File: config.mk
export PLATFORM = sky130hd
export DESIGN_NAME = button_input_conditioner
export DESIGN_NICKNAME = d
export VERILOG_FILES = /design/src/rtl/button_input_conditioner.sv
export SDC_FILE = /design/constraint.sdc
export NUM_CORES = 1
export LEC_CHECK = 0
export BUFFER_PORTS_ARGS = -buffer_cell sky130_fd_sc_hd__buf_2
export CAP_MARGIN = 20
export CORE_MARGIN = 4
export CORE_UTILIZATION = 35
export DETAILED_ROUTE_END_ITERATION = 7
export GPL_ROUTABILITY_DRIVEN = 0
export SLEW_MARGIN = 20
export SYNTH_ARGS = -nofsm -noshare
export SYNTH_HDL_FRONTEND = slang
export SYNTH_SLANG_ARGS = --single-unit
File: constraint.sdc
create_clock -name clk -period 4.5 [get_ports clk]
set_clock_uncertainty 0.1 [all_clocks]
set_input_delay 0.225 -clock clk [delete_from_list [all_inputs] [get_ports clk]]
set_output_delay 0.225 -clock clk [all_outputs]
set_load 0.1 [all_outputs]
File: src/rtl/button_input_conditioner.sv
// Button receive front end: 2-FF synchroniser, shared debounce prescaler,
// one debounce FSM per channel, registered press/release pulses and a
// registered lowest-index priority report of last cycle's presses.
module button_input_conditioner #(
    parameter int unsigned NUM_BTN  = 8,
    parameter int unsigned TICK_DIV = 16,
    parameter int unsigned DB_COUNT = 4
) (
    input  logic               clk,
    input  logic               rst_n,
    input  logic [NUM_BTN-1:0] btn_raw,
    output logic [NUM_BTN-1:0] btn_level,
    output logic [NUM_BTN-1:0] btn_press,
    output logic [NUM_BTN-1:0] btn_release,
    output logic               press_valid,
    output logic [2:0]         press_code,
    output logic               press_multi
);

    localparam int unsigned PW = (TICK_DIV > 1) ? $clog2(TICK_DIV) : 1;
    localparam int unsigned CW = $clog2(DB_COUNT + 1);

    typedef enum logic [1:0] {
        RELEASED,
        PRESS_PEND,
        PRESSED,
        RELEASE_PEND
    } btn_state_e;

    logic [NUM_BTN-1:0] meta_q, meta_d;
    logic [NUM_BTN-1:0] sync_q, sync_d;
    logic [PW-1:0]      pre_q, pre_d;
    logic               tick;

    btn_state_e         state_q [NUM_BTN];
    btn_state_e         state_d [NUM_BTN];
    logic [CW-1:0]      cnt_q   [NUM_BTN];
    logic [CW-1:0]      cnt_d   [NUM_BTN];

    logic [NUM_BTN-1:0] level_q, level_d;
    logic [NUM_BTN-1:0] press_q, press_d;
    logic [NUM_BTN-1:0] release_q, release_d;

    logic               valid_q, valid_d;
    logic [2:0]         code_q, code_d;
    logic               multi_q, multi_d;
    logic [3:0]         n_pressed;

    // Synchroniser chain inputs and free-running prescaler
    always_comb begin
        meta_d = btn_raw;
        sync_d = meta_q;
        tick   = (pre_q == PW'(TICK_DIV - 1));
        pre_d  = tick ? '0 : pre_q + PW'(1);
    end

    // Per-channel debounce FSM next state, counter and event pulses
    always_comb begin
        level_d   = level_q;
        press_d   = '0;
        release_d = '0;
        for (int unsigned i = 0; i < NUM_BTN; i++) begin
            state_d[i] = state_q[i];
            cnt_d[i]   = cnt_q[i];
            case (state_q[i])
                RELEASED: begin
                    if (sync_q[i]) begin
                        state_d[i] = PRESS_PEND;
                        cnt_d[i]   = '0;
                    end
                end
                PRESS_PEND: begin
                    if (!sync_q[i]) begin
                        state_d[i] = RELEASED;
                    end else if (tick) begin
                        if (cnt_q[i] == CW'(DB_COUNT - 1)) begin
                            state_d[i] = PRESSED;
                            level_d[i] = 1'b1;
                            press_d[i] = 1'b1;
                        end else begin
                            cnt_d[i] = cnt_q[i] + CW'(1);
                        end
                    end
                end
                PRESSED: begin
                    if (!sync_q[i]) begin
                        state_d[i] = RELEASE_PEND;
                        cnt_d[i]   = '0;
                    end
                end
                RELEASE_PEND: begin
                    if (sync_q[i]) begin
                        state_d[i] = PRESSED;
                    end else if (tick) begin
                        if (cnt_q[i] == CW'(DB_COUNT - 1)) begin
                            state_d[i]   = RELEASED;
                            level_d[i]   = 1'b0;
                            release_d[i] = 1'b1;
                        end else begin
                            cnt_d[i] = cnt_q[i] + CW'(1);
                        end
                    end
                end
                default: begin
                    state_d[i] = RELEASED;
                end
            endcase
        end
    end

    // Priority report over the previous cycle's press pulses
    always_comb begin
        valid_d   = |press_q;
        code_d    = '0;
        n_pressed = '0;
        for (int unsigned i = 0; i < NUM_BTN; i++) begin
            n_pressed = n_pressed + 4'(press_q[i]);
            if (press_q[NUM_BTN - 1 - i]) begin
                code_d = 3'(NUM_BTN - 1 - i);
            end
        end
        multi_d = (n_pressed > 4'd1);
    end

    // State registers, all cleared by asynchronous reset
    always_ff @(posedge clk or negedge rst_n) begin
        if (!rst_n) begin
            meta_q    <= '0;
            sync_q    <= '0;
            pre_q     <= '0;
            level_q   <= '0;
            press_q   <= '0;
            release_q <= '0;
            valid_q   <= 1'b0;
            code_q    <= '0;
            multi_q   <= 1'b0;
            for (int unsigned i = 0; i < NUM_BTN; i++) begin
                state_q[i] <= RELEASED;
                cnt_q[i]   <= '0;
            end
        end else begin
            meta_q    <= meta_d;
            sync_q    <= sync_d;
            pre_q     <= pre_d;
            level_q   <= level_d;
            press_q   <= press_d;
            release_q <= release_d;
            valid_q   <= valid_d;
            code_q    <= code_d;
            multi_q   <= multi_d;
            for (int unsigned i = 0; i < NUM_BTN; i++) begin
                state_q[i] <= state_d[i];
                cnt_q[i]   <= cnt_d[i];
            end
        end
    end

    assign btn_level   = level_q;
    assign btn_press   = press_q;
    assign btn_release = release_q;
    assign press_valid = valid_q;
    assign press_code  = code_q;
    assign press_multi = multi_q;

endmodule

==> results summary, run 1 <==
The critical path required time came out at 4.60 ns. The cell that appears most often on the critical path is sky130_fd_sc_hd__fa_1. Based on the critical path, the design can be clocked at up to 0.293 GHz. The number of instances in the synthesized netlist is approximately 360. The total wire length is 7930 µm. The share of the cycle needed by the critical path after routing is between 70% and 80%. The sequential share of power is 50.5%. The post-detailed-placement half-perimeter wirelength came out at 5450 µm. Summed over all cells, the static leakage comes to 2.15 nW. The utilization after layout came out at 41.9%. Once placement finished, the instance area stood at about 4500 µm². The run finished with clean final reports. The area of the die is 13800 µm². The worst-case IR drop observed on VDD is around 0.23 mV. The async set-reset flop share out of synthesis is 100%. Setup repair after global routing left no endpoint under its margin. The number of antenna violations at the first check in global routing came out at 0. The pin count of the biggest net entering global routing is 50. Setup violations remaining at the end of the flow were counted as 0.

For this run, the leading register cell type out of synthesis is sky130_fd_sc_hd__dfrtp_1. The clock sink count is 89. The TritonCTS clock tree is done.

The maximum fanout along the worst path came out at 6. The most frequent standard cell in the layout excluding fill and tap cells is sky130_fd_sc_hd__dfrtp_1. The total area of multi-input combinational cells came out at 1730 µm². The residual DRC count came out at 0. The footprint of the flip-flops and latches is around 2200 µm². The via count of the first global-routing pass is 2903. Global routing used 12.2% of the available tracks across all layers. In the layout the commonest cells are 89 x sky130_fd_sc_hd__dfrtp_1, 38 x sky130_fd_sc_hd__nand2_1, 37 x sky130_fd_sc_hd__buf_2, 29 x sky130_fd_sc_hd__inv_1, 27 x sky130_fd_sc_hd__o211ai_1. The cell sitting at the root of the clock tree is a sky130_fd_sc_hd__clkbuf_16.

For this design the total switching power over the nets is 0.401 mW. The number of primary I/O pins is 39. The number of clock buffers added by TritonCTS is 9. For this run, the slowest stage of the critical path takes 0.56 ns. The area overhead of the layout relative to synthesis is 15.9%. The share of total power in the clock network is ~43%. The cell area after technology mapping came out at 4180 µm². On the critical path, the stage with the largest delay is an instance of sky130_fd_sc_hd__fa_1. The effective utilization at floorplan is 36.2%. The worst slew margin relative to its limit came out at 54.6%. At the pin with the least slew margin, the transition time is 0.680 ns. The number of gates given a new drive strength after cts came out at 0. The clock latency at the later pin of the worst-skew pair is between 0.3 and 0.4 ns. The max-cap check violation count is 0. Counting flops and latches in the post-synthesis netlist gives 89.

The worst slack at placement came out at 1.09 ns. For the worst flop-to-flop path, the logic depth is 10. The shortest period the worst path allows came out at 3.41 ns. The post-synthesis average cell area is roughly 12 µm². The number of hold violations in the final report came out at 0.

The count of nets left with antenna violations once routing finished came out at 0. Walking the worst path, the cells encountered are fa_1 -> inv_1 -> fa_1 -> fa_1 -> inv_1 -> ha_1 -> inv_1 -> fa_1 -> a2111oi_0 -> o21ai_0. The setup path with the least slack is of type flip-flop to flip-flop. The min-delay analysis places its worst path in the category flip-flop to flip-flop. The final layout contains 436 nets.

The width of the die came out at 117 µm. The internal power of the cells came out at 1.32 mW. The count of input and output buffers came out at 38. The sequential area share after synthesis is between 50% and 60%. Counting instances, the worst hold path has a depth of 0. Measured along the y axis, the die boundary spans 117 µm. The fraction of final layout cells sized beyond drive strength 1 is 19.0%.

The largest buffer count on any clock path is 2. The combinational group share of total power is 6.3%. The floorplan has 39 rows. The arrival time of the worst setup path is 3.52 ns. The number of iterations in the first detailed-routing pass is 5. The global route total overflow is 0. Fill cells in the final layout number between 1000 and 1500.

The accumulated negative setup slack is 0 ns. The number of pins with negative max-slew slack in the final report came out at 0. The finished layout cell area is 4840 µm². The region available for standard cell placement spans around 12000 µm².

The mean number of vias per cell is 5.22. The dominant delay contributor by cell family on the critical path is adder cells. The first global-routing pass estimated 14000 µm of wire. The iteration-0 DRC count of the detailed router is between 100 and 150. The critical path crosses 10 cells after its start point. Dividing the detail-routed wire length by the instance count gives 14.4 µm. Once routing completed, OpenROAD measured the worst setup slack at 1.09 ns. The clock transition at the register clock pins on the worst setup and hold paths after CTS came out at 0.06 ns. The switching power as a share of total power is between 20% and 30%. The Yosys step of the flow raised 0 warnings. The power density over the cells is 356 nW/µm². Yosys mapped a number of flops with a built-in enable equal to 0. STA classifies the critical path endpoint as a flip-flop.

The number of diodes came out at 0. The kind of start point of the critical path is a flip-flop. Counting every net in the synthesized netlist gives 396.

The number of H-tree levels is 3. The total number of vias came out at 2865. The count of buffer and inverter cells on the critical path is 3. Counting distinct cell types in the post-synthesis netlist gives 49.
-- flip-flops by register name, summed over array words and instances, names as in the netlist, 3 cells and up, named ones only --
signal	count
btn_level	8
btn_press	8
btn_release	8
cnt_q	24
meta_q	8
pre_q	4
press_code	3
state_q	8
sync_q	8
-- stage by stage --
stage / std cells / total power, mW / hold slack (ns)
6_report: 549 / 1.72 / 0.247
5_1_grt: 549 / 1.80 / 0.259
4_1_cts: 549 / 1.75 / 0.248
3_5_place_dp: 524 / 0.990 / 0.199
3_3_place_gp: 524 / 0.984 / 0.196
2_1_floorplan: 361 / 0.950 / -0.171
-- cell families (layout without fill, tap and decap cells) --
logic type	Yosys count	after routing	synth area share [%]
flops	89	89	53.3
xor+xnor	9	9	1.89
buf+inv	49	94	5.27
fa+ha+maj	25	25	8.20
simple gates	100	100	14.1
compound gates	81	81	14.9
mux	8	8	2.42
-- synth_stat cells (2+ instances only) --
cell                        n  area (µm²)
sky130_fd_sc_hd__inv_1     29         109
sky130_fd_sc_hd__nand2_1   38         143
sky130_fd_sc_hd__nand2b_1   5        31.3
sky130_fd_sc_hd__or3_4      4        45.0
sky130_fd_sc_hd__xnor2_1    8        70.1
sky130_fd_sc_hd__dfrtp_1   89        2230
sky130_fd_sc_hd__a21oi_1   10        50.1
sky130_fd_sc_hd__mux2_4     3        45.0
sky130_fd_sc_hd__nor3b_1   16         120
sky130_fd_sc_hd__clkbuf_1  12        45.0
sky130_fd_sc_hd__nand3_4    2        35.0
sky130_fd_sc_hd__nor2b_1    2        12.5
sky130_fd_sc_hd__nor4bb_1   2        20.0
sky130_fd_sc_hd__o211ai_1  27         203
sky130_fd_sc_hd__fa_1       4        80.1
sky130_fd_sc_hd__o311ai_1   2        17.5
sky130_fd_sc_hd__o311ai_0   2        17.5
sky130_fd_sc_hd__mux2_2     5        56.3
sky130_fd_sc_hd__a211o_1    2        17.5
sky130_fd_sc_hd__a41oi_1    8        70.1
sky130_fd_sc_hd__or3_1      2        12.5
sky130_fd_sc_hd__o311ai_2   4        65.1
sky130_fd_sc_hd__ha_1      21         263
sky130_fd_sc_hd__o21ai_0    4        20.0
sky130_fd_sc_hd__buf_2      3        15.0
sky130_fd_sc_hd__nand3_1   13        65.1
sky130_fd_sc_hd__nand3_2    2        20.0
sky130_fd_sc_hd__nand4b_1   2        17.5
sky130_fd_sc_hd__a31oi_1    8        50.1
sky130_fd_sc_hd__buf_6      2        22.5
sky130_fd_sc_hd__o31ai_1    8        60.1
sky130_fd_sc_hd__nor2_1     5        18.8
-- power groups by stage --
stage | registers [mW] | clock network [mW] | logic, mW
after floorplan | 0.879 | 0 | 0.0707
after global placement | 0.883 | 0 | 0.101
after detailed placement | 0.885 | 0 | 0.105
after CTS | 0.870 | 0.772 | 0.112
after global routing | 0.876 | 0.803 | 0.126
final | 0.870 | 0.744 | 0.109
-- cell type report --
type | count | area share, %
well taps | 143 | 3.69
inverters | 29 | 2.25
repair buffers | 49 | 6.15
clock inverters | 5 | 1.14
clock buffers | 11 | 5.01
flip-flops and latches | 89 | 46.0
multi-input cells | 223 | 35.8
-- worst paths after layout --
path,startpoint,end,slack [ns]
worst max-delay path,btn_press[0]$_DFF_PN0_,press_multi$_DFF_PN0_,1.09
worst min-delay path,meta_q[0]$_DFF_PN0_,sync_q[0]$_DFF_PN0_,0.25
worst max register to register,btn_press[0]$_DFF_PN0_,press_multi$_DFF_PN0_,1.09
worst min register to register,meta_q[0]$_DFF_PN0_,sync_q[0]$_DFF_PN0_,0.25
max in group asynchronous,rst_n,btn_level[4]$_DFFE_PN0P_,2.98
min in group asynchronous,rst_n,meta_q[3]$_DFF_PN0_,0.36
-- routing by layer --
metal,routed length [µm],part of all wire (%),GRT usage (%),vias to the layer above
met5,0,0,0,-
met4,144,1.8,4.62,0
met3,372,4.7,3.51,13
met2,3820,48,20.3,49
met1,3590,45,15.2,1413
li1,-,-,-,1390
-- timing repair --
item,in CTS,in global routing
hold endpoints to repair,56,0
hold buffers,9,0
buffers inserted,0,0
No activity file was read; power rests on OpenSTA's default activity.
==> run 2, diff against run 1 <==
clock period = 3 ns   (was 4.5 ns; I/O delays follow)
==> run 2 against run 1 <==
  * The run now ends with setup timing left
  * Clock power up 47%
  * Worst setup slack worse by 1.2 ns
  * Largest cell class unchanged
  * Combinational power up 51%
  * Critical path depth unchanged
  * Global-route usage down 0.56 points
  * Via count down 0.49%
  * Die area unchanged
==> results summary, run 2 (synthesis results as in run 1) <==
The maximum fanout along the worst path is 2 (-4). The number of primary I/O pins came to 39 (unchanged). The most frequent standard cell in the layout excluding fill and tap cells is sky130_fd_sc_hd__dfrtp_1. The delay of the slowest critical-path stage came out at 0.51 ns (-0.05 ns). The count of endpoints failing setup in the final report is 1 (+1). The measured slew at the worst slew-check pin is 0.644 ns (-0.0367 ns).

Counting flops per register, the top entry is cnt_q. The worst hold path belongs to the class flip-flop to flip-flop. The clock transition at the register clock pins on the worst setup and hold paths after CTS is 0.06 ns (about the same). The kind of capture point of the worst setup path is a flip-flop. The utilization after layout came out at 42.7% (+0.77 points). The number of nets in the layout came out at 443 (+1.6%).

The share of the cycle needed by the critical path after routing came out at 104% (+28 points). The critical path required time came out at 3.11 ns (-1.49 ns). The arrival time of the worst setup path is 3.23 ns (-0.29 ns). The number of fill cells came out at 1092 (+1.5%). The number of flip-flops in the largest register is 24 (unchanged). The flow ran to the end, but the final reports show violations. TritonCTS built the clock tree. The area of the core came out at 11600 µm² (unchanged). The cell that appears most often on the critical path is sky130_fd_sc_hd__fa_1. The highest clock frequency the design can meet came out at 0.320 GHz (+9.3%). The least setup slack across all paths after layout came to -0.122 ns (-1.21 ns). The via count of the first global-routing pass came out at 2871 (-1.1%). The total wire length is 7590 µm (-4.3%). The clock sink count is 89 (unchanged). The count of antenna-violating nets left after detailed routing is 0 (unchanged). The mean number of vias per cell is 5.13 (-1.7%). Grouping stages by cell kind, the critical path spends the most delay in adder cells. The number of antenna violations at the first check in global routing came out at 0 (unchanged). The number of buffers inserted by post-CTS setup repair is 0 (unchanged). The power density over the cells is 518 nW/µm² (+46%). The area of the die came to 13800 µm² (unchanged). The fraction of final layout cells sized beyond drive strength 1 is 21.8% (+2.8 points).

The number of pins with negative max-slew slack in the final report is 0 (unchanged). Traced cell by cell, the critical path runs through fa_1 -> inv_1 -> fa_1 -> fa_1 -> inv_1 -> ha_2 -> inv_2 -> fa_2 -> a2111oi_4 -> o21ai_1. The maximum vdd drop came out at 0.298 mV (+30%). The count of input and output buffers is 38 (unchanged).

The clock latency at the later pin of the worst-skew pair is 0.33 ns (about the same). The largest buffer count on any clock path came out at 2 (unchanged). The effective utilization at floorplan came to 36.2% (unchanged). The category of the most critical setup path is flip-flop to flip-flop. The global route total overflow is 0 (unchanged). The die boundary height is 117 µm (unchanged). The worst slew margin relative to its limit is 57.1% (+2.5 points). The number of H-tree levels came out at 3 (unchanged). The average detailed-routed wire length per instance came out at 13.6 µm (-5.5%). The residual DRC count is 0 (unchanged).

The width of the die is 117 µm (unchanged). The first-pass GRT wire length came out at 13400 µm (-4.5%). The total chip power came to 2.56 mW (+48%). CTS placed an instance of sky130_fd_sc_hd__clkbuf_16 at the clock tree root. For this design, the slowest cell found on the critical path is sky130_fd_sc_hd__fa_1. In the layout the commonest cells are 86 x sky130_fd_sc_hd__dfrtp_1, 38 x sky130_fd_sc_hd__nand2_1, 37 x sky130_fd_sc_hd__buf_2, 28 x sky130_fd_sc_hd__inv_1, 27 x sky130_fd_sc_hd__o211ai_1.

The final reports fail on setup timing. The iteration-0 DRC count of the detailed router is 112 (-10%). The total CTS buffers came to 9 (unchanged).

The reported leakage power is 2.19 nW (+1.5%). The count of buffer and inverter cells on the critical path came to 3 (unchanged). Compared with the post-synthesis result, the final layout area differs by 18.0%.

The count of standard-cell rows came out at 39 (unchanged). The pin count of the biggest net entering global routing came out at 52 (+4.0%). The total number of vias is 2851 (-0.49%). The number of diodes is 0 (unchanged).

The max-cap check violation count is 0 (unchanged). Setup repair after global routing could not meet its margin everywhere. The footprint of the flip-flops and latches was 2240 µm² (+0.39%). The worst setup path is launched from a flip-flop.

The overall global routing resource usage is 11.7% (-0.56 points). The total area of multi-input combinational cells came out at 1760 µm² (+1.4%). The number of iterations in the first detailed-routing pass came out at 4 (-1).

The accumulated negative setup slack is -0.122 ns (-0.122 ns). The number of hold violations in the final report is 0 (unchanged). The worst slack at placement came to -0.181 ns (-1.27 ns).

The shortest period the worst path allows is 3.12 ns (-0.292 ns). The post-detailed-placement half-perimeter wirelength is 5350 µm (-1.9%).
-- run 2: worst register-to-register path: stages, from the launching register on --
cell and delay (ns):
sky130_fd_sc_hd__dfrtp_4 0.48, sky130_fd_sc_hd__fa_1 0.51, sky130_fd_sc_hd__inv_1 0.05, sky130_fd_sc_hd__fa_1 0.49, sky130_fd_sc_hd__fa_1 0.40, sky130_fd_sc_hd__inv_1 0.07, sky130_fd_sc_hd__ha_2 0.18, sky130_fd_sc_hd__inv_2 0.04
sky130_fd_sc_hd__fa_2 0.40, sky130_fd_sc_hd__a2111oi_4 0.18, sky130_fd_sc_hd__o21ai_1 0.10
-- run 2: cell type report --
cell class,count,area share [%]
Sequential cell,89,45.3
Multi-Input combinational cell,223,35.6
Timing Repair Buffer,56,7.35
Clock buffer,11,4.72
Tap cell,143,3.63
Inverter,29,2.21
Clock inverter,5,1.14
-- run 2: routing by layer --
layer | track usage (%) | up-vias | part of all wire, %
li1 | - | 1395 | -
met1 | 14.8 | 1407 | 47
met2 | 19.5 | 42 | 48
met3 | 2.89 | 7 | 3.4
met4 | 4.11 | 0 | 1.2
met5 | 0 | - | 0
-- run 2: final timing paths --
path	startpoint	slack (ns)	endpoint	cells past startpoint
min in group asynchronous	rst_n	0.28	meta_q[7]$_DFF_PN0_	2
worst min register to register	meta_q[7]$_DFF_PN0_	0.25	sync_q[7]$_DFF_PN0_	0
max in group asynchronous	rst_n	1.87	btn_release[0]$_DFF_PN0_	3
worst max register to register	btn_press[0]$_DFF_PN0_	-0.12	press_multi$_DFF_PN0_	10
worst min-delay path	meta_q[7]$_DFF_PN0_	0.25	sync_q[7]$_DFF_PN0_	0
worst max-delay path	btn_press[0]$_DFF_PN0_	-0.12	press_multi$_DFF_PN0_	10
-- run 2: what timing repair did --
item                                    4_1_cts  5_1_grt
hold endpoints to repair                     58        0
hold buffers                                  9        0
gates cloned                                  0        0
pin swaps                                     0        5
gates resized for setup                       2        0
endpoints found under the setup margin        1        1
-- run 2: through the flow --
stage	instances	hold slack (ns)	instance area, µm²
floorplan	361	-0.246	4200
global placement	531	0.128	4540
detailed placement	531	0.135	4540
CTS	556	0.250	4930
global route	556	0.256	4930
finish	556	0.248	4930
-- run 2: power by group --
group | switching (mW) | internal, mW
Combinational | 0.0935 | 0.0712
Clock | 0.443 | 0.644
Sequential | 0.0568 | 1.25
Total | 0.593 | 1.96
==> run 3, diff against run 2 <==
CORE_MARGIN = 2   (was 4)
CTS_CLUSTER_DIAMETER = 120   (was unset)
==> run 3 against run 2 <==
  * The run still ends with setup timing left
  * Sequential power about the same
  * Count of clock-buffer cells in the layout unchanged
  * Total power down 2.4%
  * Design area down 0.51%
  * Final cell count down 0.18%
  * Via count up 0.67%
  * Register-to-register slack worse by 0.07 ns
  * Worst setup slack worse by 0.075 ns
  * Non-clock buffer count down 1
  * Critical endpoint unchanged
  * Combinational power about the same
==> results summary, run 3 (synthesis results as in run 1) <==
The run finished, with violations left. The checks that failed: setup timing. The TritonCTS clock tree is done.

The effective utilization at floorplan came out at 36.3% (+0.15 points). The clock latency at the later pin of the worst-skew pair was 0.34 ns (about the same). The total number of vias was 2870 (+0.67%). The largest buffer count on any clock path came out at 2 (unchanged).

The worst slew margin relative to its limit came out at 51.5% (-5.6 points). The number of iterations in the first detailed-routing pass came out at 4 (unchanged). The share of the cycle needed by the critical path after routing came to 107% (+2.5 points). The area of the core was 11500 µm² (-0.42%). Compared with the post-synthesis result, the final layout area differs by 17.4%.

The number of primary I/O pins is 39 (unchanged). The residual DRC count came out at 0 (unchanged). The switching power as a share of total power came out at 23.9% (+0.68 points). The delay of the slowest critical-path stage is 0.54 ns (+0.03 ns). The final cell count without fillers came out at 555 (-0.18%). The die boundary height came out at 113 µm (-3.4%).

The clock transition at the register clock pins on the worst setup and hold paths after CTS came out at 0.06 ns (about the same). The global route total overflow came out at 0 (unchanged). The count of antenna-violating nets left after detailed routing is 0 (unchanged). The number of fill cells is 1066 (-2.4%). The measured slew at the worst slew-check pin came out at 0.728 ns (+0.0844 ns). The internal power of the cells is 1.90 mW (-3.3%).

The total area of multi-input combinational cells was 1770 µm² (+0.57%). The pin count of the biggest net entering global routing came out at 59 (+13%). The least setup slack across all paths after layout was -0.197 ns (-0.0747 ns). The number of placed instances, taps included came out at 530 (-0.19%). The worst slack at placement came out at -0.181 ns (-0.000706 ns).

The count of input and output buffers was 38 (unchanged). The count of endpoints failing setup in the final report is 1 (unchanged). The via count of the first global-routing pass came out at 2922 (+1.8%).

The share of total power in the clock network came out at 41.0% (-1.5 points). The clock sink count is 89 (unchanged). The max-cap check violation count came out at 0 (unchanged). The count of standard-cell rows is 39 (unchanged). The number of nets in the layout came out at 442 (-0.23%). The overall global routing resource usage came out at 13.5% (+1.8 points). The number of flip-flops in the largest register is 24 (unchanged). The reported leakage power is 2.17 nW (-0.79%). The number of buffers inserted by post-CTS setup repair came out at 0 (unchanged).

The register with the highest flop count is cnt_q. The number of antenna violations at the first check in global routing came out at 0 (unchanged). In the layout the commonest cells are 86 x sky130_fd_sc_hd__dfrtp_1, 38 x sky130_fd_sc_hd__nand2_1, 37 x sky130_fd_sc_hd__buf_2, 27 x sky130_fd_sc_hd__inv_1, 27 x sky130_fd_sc_hd__o211ai_1. The number of hold violations in the final report is 0 (unchanged).

The critical path required time came to 3.11 ns (about the same). The area of the die is 12800 µm² (-6.7%). The footprint of the flip-flops and latches is 2240 µm² (unchanged).

The total CTS buffers is 9 (unchanged). The highest clock frequency the design can meet came out at 0.313 GHz (-2.3%). The fraction of final layout cells sized beyond drive strength 1 came out at 22.1% (+0.30 points).

The number of pins with negative max-slew slack in the final report came out at 0 (unchanged). The arrival time of the worst setup path came out at 3.31 ns (+0.08 ns). The first-pass GRT wire length came out at 13900 µm (+3.8%). The power density over the cells came out at 508 nW/µm² (-1.9%).

The average detailed-routed wire length per instance came out at 14.3 µm (+4.6%). Setup repair after global routing could not meet its margin everywhere. The sequential share of power is 52.4% (+1.4 points). The iteration-0 DRC count of the detailed router came out at 163 (+46%). The mean number of vias per cell came out at 5.17 (+0.85%).

The worst reg-to-reg setup slack is -0.20 ns (-0.07 ns). The most frequent standard cell in the layout excluding fill and tap cells is sky130_fd_sc_hd__dfrtp_1. The shortest period the worst path allows is 3.20 ns (+0.0747 ns). The post-detailed-placement half-perimeter wirelength came out at 5390 µm (+0.82%). Traced cell by cell, the critical path runs through fa_1 -> inv_1 -> fa_1 -> fa_1 -> inv_2 -> ha_4 -> inv_2 -> fa_2 -> a2111oi_4 -> o21ai_1. The number of H-tree levels is 3 (unchanged). The number of diodes came out at 0 (unchanged). The slowest cell on the critical path is sky130_fd_sc_hd__fa_1. By instance count, the cell type seen most on the critical path is sky130_fd_sc_hd__fa_1. The accumulated negative setup slack came to -0.197 ns (-0.0747 ns).

The combinational group share of total power is 6.6% (+0.2 points). The total wire length is 7920 µm (+4.4%). The maximum vdd drop is 0.266 mV (-11%). The kind of capture point of the worst setup path is a flip-flop. The width of the die came to 113 µm (-3.4%). The maximum fanout along the worst path came to 2 (unchanged). The path class of the lowest-slack min-delay path is flip-flop to flip-flop. STA classifies the critical path startpoint as a flip-flop.

The setup path with the least slack is of type flip-flop to flip-flop. The reported net switching power is 0.596 mW (+0.43%). The tree is rooted in a sky130_fd_sc_hd__clkbuf_16.
==> run 3: changes by cell type in the layout (fill, tap and decap cells not counted), sizes merged <==
cell,before,now
clkinv,3,4
buf,47,46
bufinv,1,0
==> run 3: what timing repair did <==
| action | CTS | global route |
|---|---|---|
| endpoints found under the setup margin | 1 | 1 |
| pin swaps | 0 | 0 |
| hold buffers | 9 | 0 |
| hold endpoints to repair | 64 | 0 |
| gates cloned | 0 | 0 |
| gates resized for setup | 4 | 0 |
==> run 3: worst paths after layout <==
check / from / to / depth (start not counted)
worst max-delay path: btn_press[1]$_DFF_PN0_ / press_multi$_DFF_PN0_ / 10
worst max register to register: btn_press[1]$_DFF_PN0_ / press_multi$_DFF_PN0_ / 10
worst min-delay path: meta_q[7]$_DFF_PN0_ / sync_q[7]$_DFF_PN0_ / 0
min in group asynchronous: rst_n / btn_release[7]$_DFF_PN0_ / 2
max in group asynchronous: rst_n / async pin / 3
worst min register to register: meta_q[7]$_DFF_PN0_ / sync_q[7]$_DFF_PN0_ / 0
==> run 3: power groups by stage <==
stage | registers, mW | logic, mW | clock network, mW
CTS | 1.31 | 0.170 | 1.07
global route | 1.32 | 0.190 | 1.13
finish | 1.31 | 0.166 | 1.02
global placement | 1.32 | 0.152 | 0
floorplan | 1.32 | 0.106 | 0
detailed placement | 1.33 | 0.161 | 0
==> run 3: critical path, delay by kind of cell, from the launching register on <==
| family | cells | cell delay, ns |
|---|---|---|
| buffers and inverters | 3 | 0.17 |
| DFF | 1 | 0.48 |
| AOI/OAI and AO/OA | 2 | 0.32 |
| adders and majority gates | 5 | 2.00 |
==> run 3: layout make-up <==
| class | count | share of cell area [%] |
|---|---|---|
| tap | 143 | 3.65 |
| clock buffer | 11 | 4.95 |
| multi-input combinational | 223 | 36.0 |
| clock inverter | 5 | 0.637 |
| inverter | 29 | 2.22 |
| timing repair buffer | 55 | 6.98 |
| sequential | 89 | 45.6 |
==> run 3: routing by layer <==
layer  global-route usage (%)  wire, µm
met1                     17.6      3750
met2                     21.6      3810
met3                     4.93       291
met4                     3.17        72
met5                        0         0
==> run 3: metrics by stage <==
| stage | hold slack, ns | instance area, µm² | power [mW] | utilization, % |
|---|---|---|---|---|
| CTS | 0.243 | 4910 | 2.55 | 42.6 |
| finish | 0.240 | 4910 | 2.50 | 42.6 |
| detailed placement | 0.160 | 4520 | 1.49 | 39.3 |
| floorplan | -0.246 | 4200 | 1.42 | - |
| global placement | 0.158 | 4520 | 1.48 | 39.3 |
| global route | 0.254 | 4910 | 2.63 | 42.6 |
